===== src/rtl/ddr3_rw_arb.sv =====
// MIG 7-series app_* sequencer: arbitrates write-FIFO and read-FIFO bursts with windowed address pointers.
// Build option: define DDR3_WR_PRIORITY_EN to make writes win every tie instead of round-robin.
module ddr3_rw_arb #(
    parameter int ADDR_W = 28,
    parameter int APP_DW = 128,
    parameter int CNT_W  = 10
) (
    input  logic              ui_clk,
    input  logic              ui_clk_sync_rst,
    input  logic              init_calib_complete,
    input  logic              ddr3_read_valid,
    input  logic [ADDR_W-1:0] app_addr_wr_min,
    input  logic [ADDR_W-1:0] app_addr_wr_max,
    input  logic [ADDR_W-1:0] app_addr_rd_min,
    input  logic [ADDR_W-1:0] app_addr_rd_max,
    input  logic [7:0]        wr_bust_len,
    input  logic [7:0]        rd_bust_len,
    input  logic [CNT_W-1:0]  wfifo_rcount,
    input  logic [APP_DW-1:0] wfifo_dout,
    output logic              wfifo_rden,
    input  logic [CNT_W-1:0]  rfifo_wcount,
    output logic              rfifo_wren,
    output logic [APP_DW-1:0] rfifo_din,
    output logic [ADDR_W-1:0] app_addr,
    output logic [2:0]        app_cmd,
    output logic              app_en,
    input  logic              app_rdy,
    output logic [APP_DW-1:0] app_wdf_data,
    output logic              app_wdf_wren,
    output logic              app_wdf_end,
    input  logic              app_wdf_rdy,
    input  logic [APP_DW-1:0] app_rd_data,
    input  logic              app_rd_data_valid
);

    localparam int CMP_W = ((CNT_W > 8) ? CNT_W : 8) + 1;

    typedef enum logic [1:0] {S_IDLE, S_ARB, S_WRITE, S_READ} state_t;

    state_t            state_q, state_d;
    logic [ADDR_W-1:0] wr_ptr_q, wr_ptr_d;
    logic [ADDR_W-1:0] rd_ptr_q, rd_ptr_d;
    logic [ADDR_W-1:0] win_min_q, win_min_d;
    logic [ADDR_W-1:0] win_max_q, win_max_d;
    logic [7:0]        beat_cnt_q, beat_cnt_d;
    logic [7:0]        len_q, len_d;
    logic              last_rd_q, last_rd_d;
    logic              app_en_q, app_en_d;
    logic [2:0]        app_cmd_q, app_cmd_d;
    logic [ADDR_W-1:0] app_addr_q, app_addr_d;
    logic              wdf_wren_q, wdf_wren_d;
    logic              rfifo_wren_q, rfifo_wren_d;
    logic [APP_DW-1:0] rfifo_din_q, rfifo_din_d;

    logic [7:0] wr_len_eff, rd_len_eff;
    logic       wr_req, rd_req, grant_wr, grant_rd;
    logic       wr_beat, rd_beat;

    function automatic logic [ADDR_W-1:0] ptr_next(input logic [ADDR_W-1:0] ptr,
                                                  input logic [ADDR_W-1:0] lo,
                                                  input logic [ADDR_W-1:0] hi);
        logic [ADDR_W:0] sum;
        sum = {1'b0, ptr} + (ADDR_W + 1)'(8);
        return (sum >= {1'b0, hi}) ? lo : sum[ADDR_W-1:0];
    endfunction

    // A zero length would otherwise never terminate the beat count.
    assign wr_len_eff = (wr_bust_len == 8'd0) ? 8'd1 : wr_bust_len;
    assign rd_len_eff = (rd_bust_len == 8'd0) ? 8'd1 : rd_bust_len;

    assign wr_req = CMP_W'(wfifo_rcount) >= CMP_W'(wr_len_eff);
    assign rd_req = ddr3_read_valid &&
                    ((CMP_W'(rfifo_wcount) + CMP_W'(rd_len_eff)) <= CMP_W'({CNT_W{1'b1}}));

    assign wr_beat = (state_q == S_WRITE) && app_rdy && app_wdf_rdy && !ui_clk_sync_rst;
    assign rd_beat = (state_q == S_READ) && app_rdy && !ui_clk_sync_rst;

    always_comb begin
        state_d      = state_q;
        wr_ptr_d     = wr_ptr_q;
        rd_ptr_d     = rd_ptr_q;
        win_min_d    = win_min_q;
        win_max_d    = win_max_q;
        beat_cnt_d   = beat_cnt_q;
        len_d        = len_q;
        last_rd_d    = last_rd_q;
        app_en_d     = app_en_q;
        app_cmd_d    = app_cmd_q;
        app_addr_d   = app_addr_q;
        wdf_wren_d   = wdf_wren_q;
        rfifo_wren_d = app_rd_data_valid;
        rfifo_din_d  = app_rd_data;
        grant_wr     = 1'b0;
        grant_rd     = 1'b0;

        case (state_q)
            S_IDLE: begin
                if (init_calib_complete) begin
                    state_d  = S_ARB;
                    wr_ptr_d = app_addr_wr_min;
                    rd_ptr_d = app_addr_rd_min;
                end
            end
            S_ARB: begin
                if (!init_calib_complete) begin
                    state_d = S_IDLE;
                end else begin
                    if (wr_req && rd_req) begin
`ifdef DDR3_WR_PRIORITY_EN
                        grant_wr = 1'b1;
`else
                        grant_wr = last_rd_q;
`endif
                    end else begin
                        grant_wr = wr_req;
                    end
                    grant_rd = rd_req && !grant_wr;

                    if (grant_wr) begin
                        state_d    = S_WRITE;
                        len_d      = wr_len_eff;
                        win_min_d  = app_addr_wr_min;
                        win_max_d  = app_addr_wr_max;
                        beat_cnt_d = 8'd0;
                        last_rd_d  = 1'b0;
                        app_en_d   = 1'b1;
                        app_cmd_d  = 3'b000;
                        app_addr_d = wr_ptr_q;
                        wdf_wren_d = 1'b1;
                    end else if (grant_rd) begin
                        state_d    = S_READ;
                        len_d      = rd_len_eff;
                        win_min_d  = app_addr_rd_min;
                        win_max_d  = app_addr_rd_max;
                        beat_cnt_d = 8'd0;
                        last_rd_d  = 1'b1;
                        app_en_d   = 1'b1;
                        app_cmd_d  = 3'b001;
                        app_addr_d = rd_ptr_q;
                    end
                end
            end
            S_WRITE: begin
                if (wr_beat) begin
                    wr_ptr_d   = ptr_next(wr_ptr_q, win_min_q, win_max_q);
                    beat_cnt_d = beat_cnt_q + 8'd1;
                    app_addr_d = wr_ptr_d;
                    if (beat_cnt_q + 8'd1 == len_q) begin
                        state_d    = S_ARB;
                        app_en_d   = 1'b0;
                        wdf_wren_d = 1'b0;
                    end
                end
            end
            S_READ: begin
                if (rd_beat) begin
                    rd_ptr_d   = ptr_next(rd_ptr_q, win_min_q, win_max_q);
                    beat_cnt_d = beat_cnt_q + 8'd1;
                    app_addr_d = rd_ptr_d;
                    if (beat_cnt_q + 8'd1 == len_q) begin
                        state_d  = S_ARB;
                        app_en_d = 1'b0;
                    end
                end
            end
            default: state_d = S_IDLE;
        endcase
    end

    always_ff @(posedge ui_clk) begin
        if (ui_clk_sync_rst) begin
            state_q      <= S_IDLE;
            wr_ptr_q     <= app_addr_wr_min;
            rd_ptr_q     <= app_addr_rd_min;
            win_min_q    <= '0;
            win_max_q    <= '0;
            beat_cnt_q   <= '0;
            len_q        <= '0;
            last_rd_q    <= 1'b1;
            app_en_q     <= 1'b0;
            app_cmd_q    <= '0;
            app_addr_q   <= '0;
            wdf_wren_q   <= 1'b0;
            rfifo_wren_q <= 1'b0;
            rfifo_din_q  <= '0;
        end else begin
            state_q      <= state_d;
            wr_ptr_q     <= wr_ptr_d;
            rd_ptr_q     <= rd_ptr_d;
            win_min_q    <= win_min_d;
            win_max_q    <= win_max_d;
            beat_cnt_q   <= beat_cnt_d;
            len_q        <= len_d;
            last_rd_q    <= last_rd_d;
            app_en_q     <= app_en_d;
            app_cmd_q    <= app_cmd_d;
            app_addr_q   <= app_addr_d;
            wdf_wren_q   <= wdf_wren_d;
            rfifo_wren_q <= rfifo_wren_d;
            rfifo_din_q  <= rfifo_din_d;
        end
    end

    // The pop must coincide with the accepted beat so the FWFT word is fresh next cycle.
    assign wfifo_rden   = wr_beat;
    assign app_en       = app_en_q;
    assign app_cmd      = app_cmd_q;
    assign app_addr     = app_addr_q;
    assign app_wdf_data = wfifo_dout;
    assign app_wdf_wren = wdf_wren_q;
    assign app_wdf_end  = wdf_wren_q;
    assign rfifo_wren   = rfifo_wren_q;
    assign rfifo_din    = rfifo_din_q;

endmodule

===== config.mk =====
export PLATFORM = sky130hd
export DESIGN_NAME = ddr3_rw_arb
export DESIGN_NICKNAME = d
export VERILOG_FILES = /design/src/rtl/ddr3_rw_arb.sv
export SDC_FILE = /design/constraint.sdc
export NUM_CORES = 1
export LEC_CHECK = 0
export ABC_AREA = 1
export BUFFER_PORTS_ARGS = -buffer_cell sky130_fd_sc_hd__buf_2
export CAP_MARGIN = 10
export CORE_AREA = 2 2 276 278
export CTS_CLUSTER_DIAMETER = 100
export DETAILED_ROUTE_END_ITERATION = 12
export DIE_AREA = 0 0 278 280
export PLACE_DENSITY_LB_ADDON = 0.12
export SLEW_MARGIN = 20
export SYNTH_ARGS = -nofsm -noshare
export SYNTH_HDL_FRONTEND = slang
export SYNTH_SLANG_ARGS = --single-unit

===== constraint.sdc =====
create_clock -name ui_clk -period 5.25 [get_ports ui_clk]
set_clock_uncertainty 0.05 [all_clocks]
set_input_delay 1.05 -clock ui_clk [delete_from_list [all_inputs] [get_ports ui_clk]]
set_output_delay 1.05 -clock ui_clk [all_outputs]
set_load 0.005 [all_outputs]

After elaboration in Yosys (flattened, before gate mapping):

Index checks and enable logic that the tools add are counted.

* $add $sub $neg: 4
* order comparisons: 4
* eq/ne operators: 15
* mux-type cells: 54
* reduce and logical (&&, ||, !) cells: 24

Operators by type and width (count)
* 28-bit 2-to-1 mux: 15
* 28-bit case mux with 2 select lines: 2
* 28-bit case mux with 3 select lines: 1
* 8-bit 2-to-1 mux: 9
* 28-bit by 4-bit adder with 29-bit output (second input constant): 2
* 29-bit by 28-bit >= comparator with 1-bit output: 2
* 8-bit case mux with 3 select lines: 1
* 8-bit zero test: 2
* 1-bit 2-to-1 mux: 14
* 2-bit 2-to-1 mux: 7
* 3-bit inequality test (second input constant): 4
* 10-bit by 8-bit adder with 11-bit output: 1
* 11-bit by 10-bit <= comparator with 1-bit output (second input constant): 1
* 10-bit by 8-bit >= comparator with 1-bit output: 1
* 2-bit inequality test (second input constant): 5
* 5-bit AND reduction: 2
* 3-bit AND reduction: 3
* 3-bit nonzero test: 3
* 8-bit by 1-bit adder with 8-bit output (second input constant): 1
* 8-bit == test: 1
* 1-bit logical AND: 8
* 2-bit case mux with 4 select lines: 1
* 3-bit 2-to-1 mux: 2
* 2-bit == test (second input constant): 2
* 9 further kinds: 11

* register bits: 293
* input bits: 411
* output and inout bits: 292
* logic and storage cells: 115

Longest topological paths before layout:

Gate-level depths: netlist (run 1).

* depth after elaboration: 15
* depth in mapped cells: 29
* mapped depth without buffers: 29

Worst setup path before layout (run 1):

No wires, ideal clock.

* path kind: input-to-reg
* start: in ui_clk_sync_rst
* end: reg wr_ptr_q[0], enable pin
* setup time: 430 ps
* arrival time: 3142 ps
* required time: 4770 ps
* slack: 1628 ps
* stages on the path: 4
* buffers on the path: 2
* cell sequence: clkbuf_1 > clkbuf_1 > o21ai_0 > a31oi_1

* cells in the longest elaborated chain, start to end: 4
* elaborated cells on any way between the ends: 6
* those cells by class: 2 x eq/ne; 4 x reduce/logical

Ends and longest elaborated chain
* from (decl): line 9 `input logic ui_clk_sync_rst,`
* 1-bit zero test: line 75 `assign wr_beat = (state_q == S_WRITE) && app_rdy && app_wdf_rdy && !ui_clk_sync_rst;`
* 1-bit logical AND: line 75
* 3-bit inequality test (no source line)
* 3-bit AND reduction (no source line) (*)
* to (signal assigned): line 173 `wr_ptr_q <= app_addr_wr_min;`
* to (signal assigned): line 188 `wr_ptr_q <= wr_ptr_d;`
* to (decl): line 41 `logic [ADDR_W-1:0] wr_ptr_q, wr_ptr_d;`

Mark *: on every way between the ends. The rest lies on a longest branch, timed or not.
A chain may end at the register's enable or synchronous reset.

Worst setup path in the final report (run 1):

* start: reg wr_ptr_q[6]
* end: reg wr_ptr_q[24] (data pin)

* cells in the longest elaborated chain, start to end: 6

Ends and longest elaborated chain
* 28-bit by 4-bit adder with 29-bit output (*): line 63 `sum = {1'b0, ptr} + (ADDR_W + 1)'(8);`
* 29-bit by 28-bit >= comparator with 1-bit output: line 64 `return (sum >= {1'b0, hi}) ? lo : sum[ADDR_W-1:0];`
* 28-bit 2-to-1 mux (*): line 64
* 28-bit 2-to-1 mux (*): line 144 `if (wr_beat) begin`
* 28-bit case mux with 2 select lines (*): line 96 `case (state_q)`
* 28-bit 2-to-1 mux (*): line 171 `if (ui_clk_sync_rst) begin`

Mark *: on every way between the ends. The rest lies on a longest branch, timed or not. The select of a mux whose other input is x is not followed.

==> results of run 1 <==
-- power by group through the flow --
stage	registers [W]	clock network (W)	logic (W)
after CTS	0.00310	0.00284	0.00367
after global routing	0.00314	0.00294	0.00410
after global placement	0.00314	0	0.00363
after floorplan	0.00301	0	0.00242
after detailed placement	0.00313	0	0.00365
final	0.00309	0.00274	0.00364
-- cell usage in the layout, fill, tap and decap left out, types with 16 or more instances in the layout --
cell       netlist  layout
ha_1            74      74
nand4_1         20      20
buf_2           25     443
o21ai_1         54      54
xor2_1          33      33
o211ai_1        24      24
nand2_1        442     441
a21oi_1        154     154
nor2_1         314     313
nand3_1         73      73
dfxtp_1        235     235
inv_1          367     366
o21ai_0        123     123
clkbuf_16        0      42
o22ai_1         28      28
buf_4          145      21
edfxtp_1        56      56
nor3_1          17      16
-- logic make-up after synthesis --
group	Yosys count
AO/OA/AOI/OAI	400
XOR/XNOR	36
adder cells (fa/ha/maj)	75
buffers and inverters	606
flip-flops	291
other	1
AND/OR/NAND/NOR	908
-- routing by layer --
| layer | track usage | share of wire | wire length (um) |
|---|---|---|---|
| met1 | 0.199 | 0.42 | 27600 |
| met2 | 0.274 | 0.48 | 31200 |
| met3 | 0.0494 | 0.077 | 5000 |
| met4 | 0.0380 | 0.020 | 1290 |
| met5 | 0 | 0.00083 | 54 |
-- final cells by class --
class | count | area [um^2]
Multi-Input combinational cell | 1421 | 7210
Clock inverter | 12 | 103
Inverter | 377 | 1420
Sequential cell | 291 | 6390
Fill cell | 8409 | 55200
Antenna cell | 1 | 2.50
Clock buffer | 60 | 1210
Tap cell | 978 | 1220
Timing Repair Buffer | 468 | 2450
-- metrics by stage --
stage                     power [W]  worst slack [ps]  hold slack, ps
after global routing         0.0102               429             432
after CTS                   0.00961               762             411
final                       0.00947               802             407
after detailed placement    0.00678               810             401
after floorplan             0.00543              1630             391
after global placement      0.00677               844             402
-- worst paths after layout --
check | end | slack [ps] | cells after the start
setup reg to reg | wr_ptr_q[24] | 800 | 19
setup / recovery | wr_ptr_q[24] | 800 | 19
hold reg to reg | app_en | 410 | 2
hold / removal | app_en | 410 | 2
-- registers in the layout (all words and copies together) (netlist names) --
signal and cells:
rfifo_din 128, app_addr 28, rd_ptr_q 28, win_max_q 28
win_min_q 28, wr_ptr_q 28, beat_cnt_q 8, len_q 8
state_q 2, app_cmd 1, app_en 1, app_wdf_end 1
last_rd_q 1, rfifo_wren 1
-- worst max-delay path: stages, from the launching register on --
cell      delay [ps]
edfxtp_1         550
inv_1            140
nor3_2           370
nand2_1          130
nor2_1           360
nand4_1          220
xor2_1           240
inv_1             80
ha_1             290
nand2_1           70
inv_1             50
a221oi_1         290
nand2_1           90
nor2_1           300
nand2_2          220
inv_2            110
buf_4            230
nand2_1          140
nand2_1           90
o21ai_0          110
==> results.json, run 1 <==
{
  "core_um2": 75200,
  "leakage_nw": 9.88,
  "synth_edf_count": 56,
  "synth-compound-area-share": 0.133,
  "max-clock-path-buffers": 3,
  "syn_to_final_growth_pct": 21.4,
  "cts_buffers": 40,
  "final_core_util": 0.266,
  "track_usage": 0.162,
  "min_path_type": "register to register",
  "r2r-start": "wr_ptr_q[6]",
  "seq_power_share": 0.327,
  "grt_first_pass_wirelength_mm": 95.6,
  "fin_area_um2": 20000,
  "max_freq_mhz": 225,
  "start_kind": "register",
  "switching_share": 0.413,
  "io_pins": 703,
  "combPwrFrac": 0.384,
  "ys_seq_elements": 291,
  "hold_violations": 0,
  "maxCapViolations": 0,
  "gp_congestion": 0.859,
  "wirelength_mm": 65.1,
  "path_clk_slew_ps": 60,
  "start_util": 0.219,
  "synth_xor_area_frac": 0.0191,
  "grt-ovfl-total": 0,
  "peakVddDrop_mv": 0.204,
  "fin_nets": 3085,
  "crit_arrival_ps": 4660,
  "clockPowerShare": 0.289,
  "hp-start": "app_en",
  "synthMuxAreaShare": 0,
  "synthSimpleGateAreaFrac": 0.227,
  "status": "complete, no violations",
  "p_sw_w": 0.00391,
  "rows": 101,
  "cts_tree": "built",
  "yosys_warnings": 0,
  "yosys.cell_count.top_type": "nand2_1",
  "root_buffer": "clkbuf_16",
  "finalSetupViolCount": 0,
  "clock_latency_ps": 560,
  "placed_area_um2": 18700,
  "synth_top_area_frac": 0.286,
  "ys.flop_type": "dfxtp_1",
  "synth_top_family_by_area": "simple AND/OR/NAND/NOR gates",
  "cp_max_fo": 15,
  "period_share": 0.847,
  "netlist_area_um2": 16500,
  "postSynthCellCount": 2317,
  "antenna_found_initial": 10,
  "cts_resized": 0,
  "synth_area_leader_cell": "dfxtp_1",
  "route.detailed.drc": 0,
  "synth_area_leaders": "dfxtp_1 (29%), edfxtp_1 (10%), nand2_1 (10%), inv_1 (8.4%), nor2_1 (7.2%)",
  "crit_start": "wr_ptr_q[6]",
  "synth.avg_cell_area_um2": 7.11,
  "synth_cell_types": 51,
  "synthAdderAreaFrac": 0.0574,
  "end_kind": "register",
  "dp_cells": 3535,
  "cts_hold_buf": 0,
  "worstMarginPinSlew_ps": 958,
  "die_w_um": 278,
  "critical_path_required_ps": 5470,
  "dp_hpwl_mm": 49.5,
  "fin_cells": 3608,
  "maxSlewViolCount": 0,
  "async_flop_share": 0,
  "port_buffers": 444,
  "post_cts_buffers": 0,
  "intPower_w": 0.00556,
  "grt_max_degree": 121,
  "synthTopCellsByCount": "nand2_1 (442), inv_1 (367), nor2_1 (314)",
  "slew_headroom": 0.361,
  "clock-sinks": 291,
  "rsz0062_at_grt": "no",
  "die_area_um2": 77800,
  "seq_area_frac_synth": 0.388,
  "drive_above_1_share": 0.221,
  "first_global_vias": 15300,
  "antenna_left": 0,
  "min_period_ps": 4450,
  "num_vias": 15500,
  "die_height_um": 280,
  "via_per_inst": 4.30,
  "path_class": "register to register",
  "fin_setup_tns_ps": 0,
  "power_density_nw_per_um2": 473,
  "first_pass_iters": 5,
  "h-tree-depth": 2,
  "post_drt_wl_per_cell_um": 18.0,
  "dr.first_iter.drc_count": 926
}
Note: power is estimated with default switching activity, not from simulation.
==> run 2, diff against run 1 <==
CORE_AREA = 2 2 271 273   (was 2 2 276 278)
DIE_AREA = 0 0 273 275   (was 0 0 278 280)
clock period = 3.95 ns   (was 5.25 ns; I/O delays follow)
==> results.json, run 2 (synthesis results as in run 1) <==
{
  "status": "complete, no violations",
  "dp_hpwl_mm": 51.5,
  "die_w_um": 273,
  "critical_path_required_ps": 4350,
  "root_buffer": "clkbuf_16",
  "cpLargestDelayFamily": "simple AND/OR/NAND/NOR gates",
  "grt-ovfl-total": 0,
  "drive_above_1_share": 0.264,
  "met2_length_mm": 31.6,
  "cp_max_fo": 7,
  "wl_met1_mm": 28.6,
  "first_pass_iters": 6,
  "route.detailed.drc": 0,
  "dr.first_iter.drc_count": 1010,
  "start_kind": "register",
  "worstMarginPinSlew_ps": 899,
  "leakage_nw": 10.5,
  "whs_ps": 376,
  "grt_max_degree": 79,
  "cts_hold_buf": 0,
  "finalSetupViolCount": 0,
  "clock-sinks": 291,
  "fin_cells": 3701,
  "port_buffers": 444,
  "rows": 99,
  "max-clock-path-buffers": 3,
  "holdPathStages": 3,
  "period_share": 0.946,
  "dp_cells": 3613,
  "seq_area_um2": 6390,
  "fin_ws_ps": 214,
  "min_path_type": "input port to register",
  "via_per_inst": 4.34,
  "hp-start": "app_rd_data[41]",
  "final_common_cell": "buf_2",
  "antenna_found_initial": 7,
  "max_freq_mhz": 268,
  "end_kind": "register",
  "placed_area_um2": 19500,
  "post_drt_wl_per_cell_um": 18.2,
  "grt_first_pass_wirelength_mm": 97.2,
  "first_global_vias": 16000,
  "fin_nets": 3197,
  "clock_latency_ps": 560,
  "core_um2": 72300,
  "peakVddDrop_mv": 0.278,
  "die_area_um2": 75100,
  "min_to": "rfifo_din[41]",
  "rsz0062_at_grt": "yes",
  "n_fill_cell": 8186,
  "num_vias": 16100,
  "maxCapViolations": 0,
  "fin_area_um2": 21100,
  "maxSlewViolCount": 0,
  "gp_congestion": 0.867,
  "top_layer": "met5",
  "min_period_ps": 3740,
  "r2r-start": "wr_ptr_q[8]",
  "path_clk_slew_ps": 60,
  "syn_to_final_growth_pct": 28.2,
  "crit_arrival_ps": 4130,
  "io_pins": 703,
  "wirelength_mm": 67.2,
  "track_usage": 0.170,
  "hold_violations": 0,
  "slew_headroom": 0.398,
  "multi_input_area_um2": 7370,
  "reg2reg_slack_ps": 210,
  "start_util": 0.228,
  "antenna_cells": 0,
  "antenna_left": 0,
  "die_height_um": 275,
  "largest_reg_flops": 128,
  "cp_slowest_cell": "edfxtp_1",
  "fin_setup_tns_ps": 0,
  "cts_buffers": 39,
  "pre_cts_ws_ps": -194,
  "wl_met3_mm": 5.11,
  "timing.rr.end": "app_addr[11]",
  "cp_slowest_stage_delay_ps": 520,
  "path_buf_inv": 6,
  "path_class": "register to register",
  "cts_tree": "built",
  "power_density_nw_per_um2": 635,
  "reg2reg_depth": 26,
  "layout_common_cells": "buf_2 (443), nand2_1 (430), inv_1 (366), nor2_1 (303), dfxtp_1 (235)",
  "h-tree-depth": 2,
  "cp_common_cell": "nand2_1"
}
## run 2: cell type report
cell class                 count  area share
clock buffer                  55      0.0530
clock inverter                17     0.00829
inverter                     377      0.0672
multi-input combinational   1421       0.349
sequential                   291       0.302
tap                          959      0.0568
timing repair buffer         581       0.163
## run 2: worst max path at each step
stage | from | endpoint | slack, ps | cells past startpoint
2_1_floorplan | ui_clk_sync_rst | wr_ptr_q[0] | 590 | 4
3_3_place_gp | wr_ptr_q[8] | wr_ptr_q[7] | -320 | 23
3_5_place_dp | wr_ptr_q[8] | wr_ptr_q[7] | -190 | 21
4_1_cts | wr_ptr_q[3] | wr_ptr_q[22] | 5 | 24
5_1_grt | wr_ptr_q[3] | app_addr[5] | -30 | 27
6_report | wr_ptr_q[8] | app_addr[11] | 210 | 26
## run 2: routing by layer
metal  global-route usage  vias to the layer above
met5                    0                        -
met4               0.0503                        8
met3               0.0491                      101
met2                0.287                      598
met1                0.210                     7398
li1                     -                     7971
## run 2: per-stage QoR
step                utilization  total power (W)
floorplan                     -          0.00722
global placement          0.269          0.00958
detailed placement        0.269          0.00956
CTS                       0.288           0.0133
global route              0.292           0.0144
finish                    0.292           0.0134
## run 2: tightest hold or removal path, cell delays in order
cell    delay, ps
buf_2          70
inv_1          30
nor2_1         60
## run 2: what timing repair did
action                     4_1_cts  5_1_grt
pin swaps                        1       14
gates cloned                     0        2
buffers inserted                 1       13
hold endpoints to repair         0        0
setup endpoints to repair       49       84
resized for setup               12       39
## run 2: power breakdown
part	internal (W)	switching, W	total [W]	leakage [nW]
combinational	0.00214	0.00362	0.00576	7.37
clock	0.00218	0.00143	0.00360	0.631
sequential	0.00364	0.000407	0.00405	2.51
total	0.00796	0.00545	0.0134	10.5
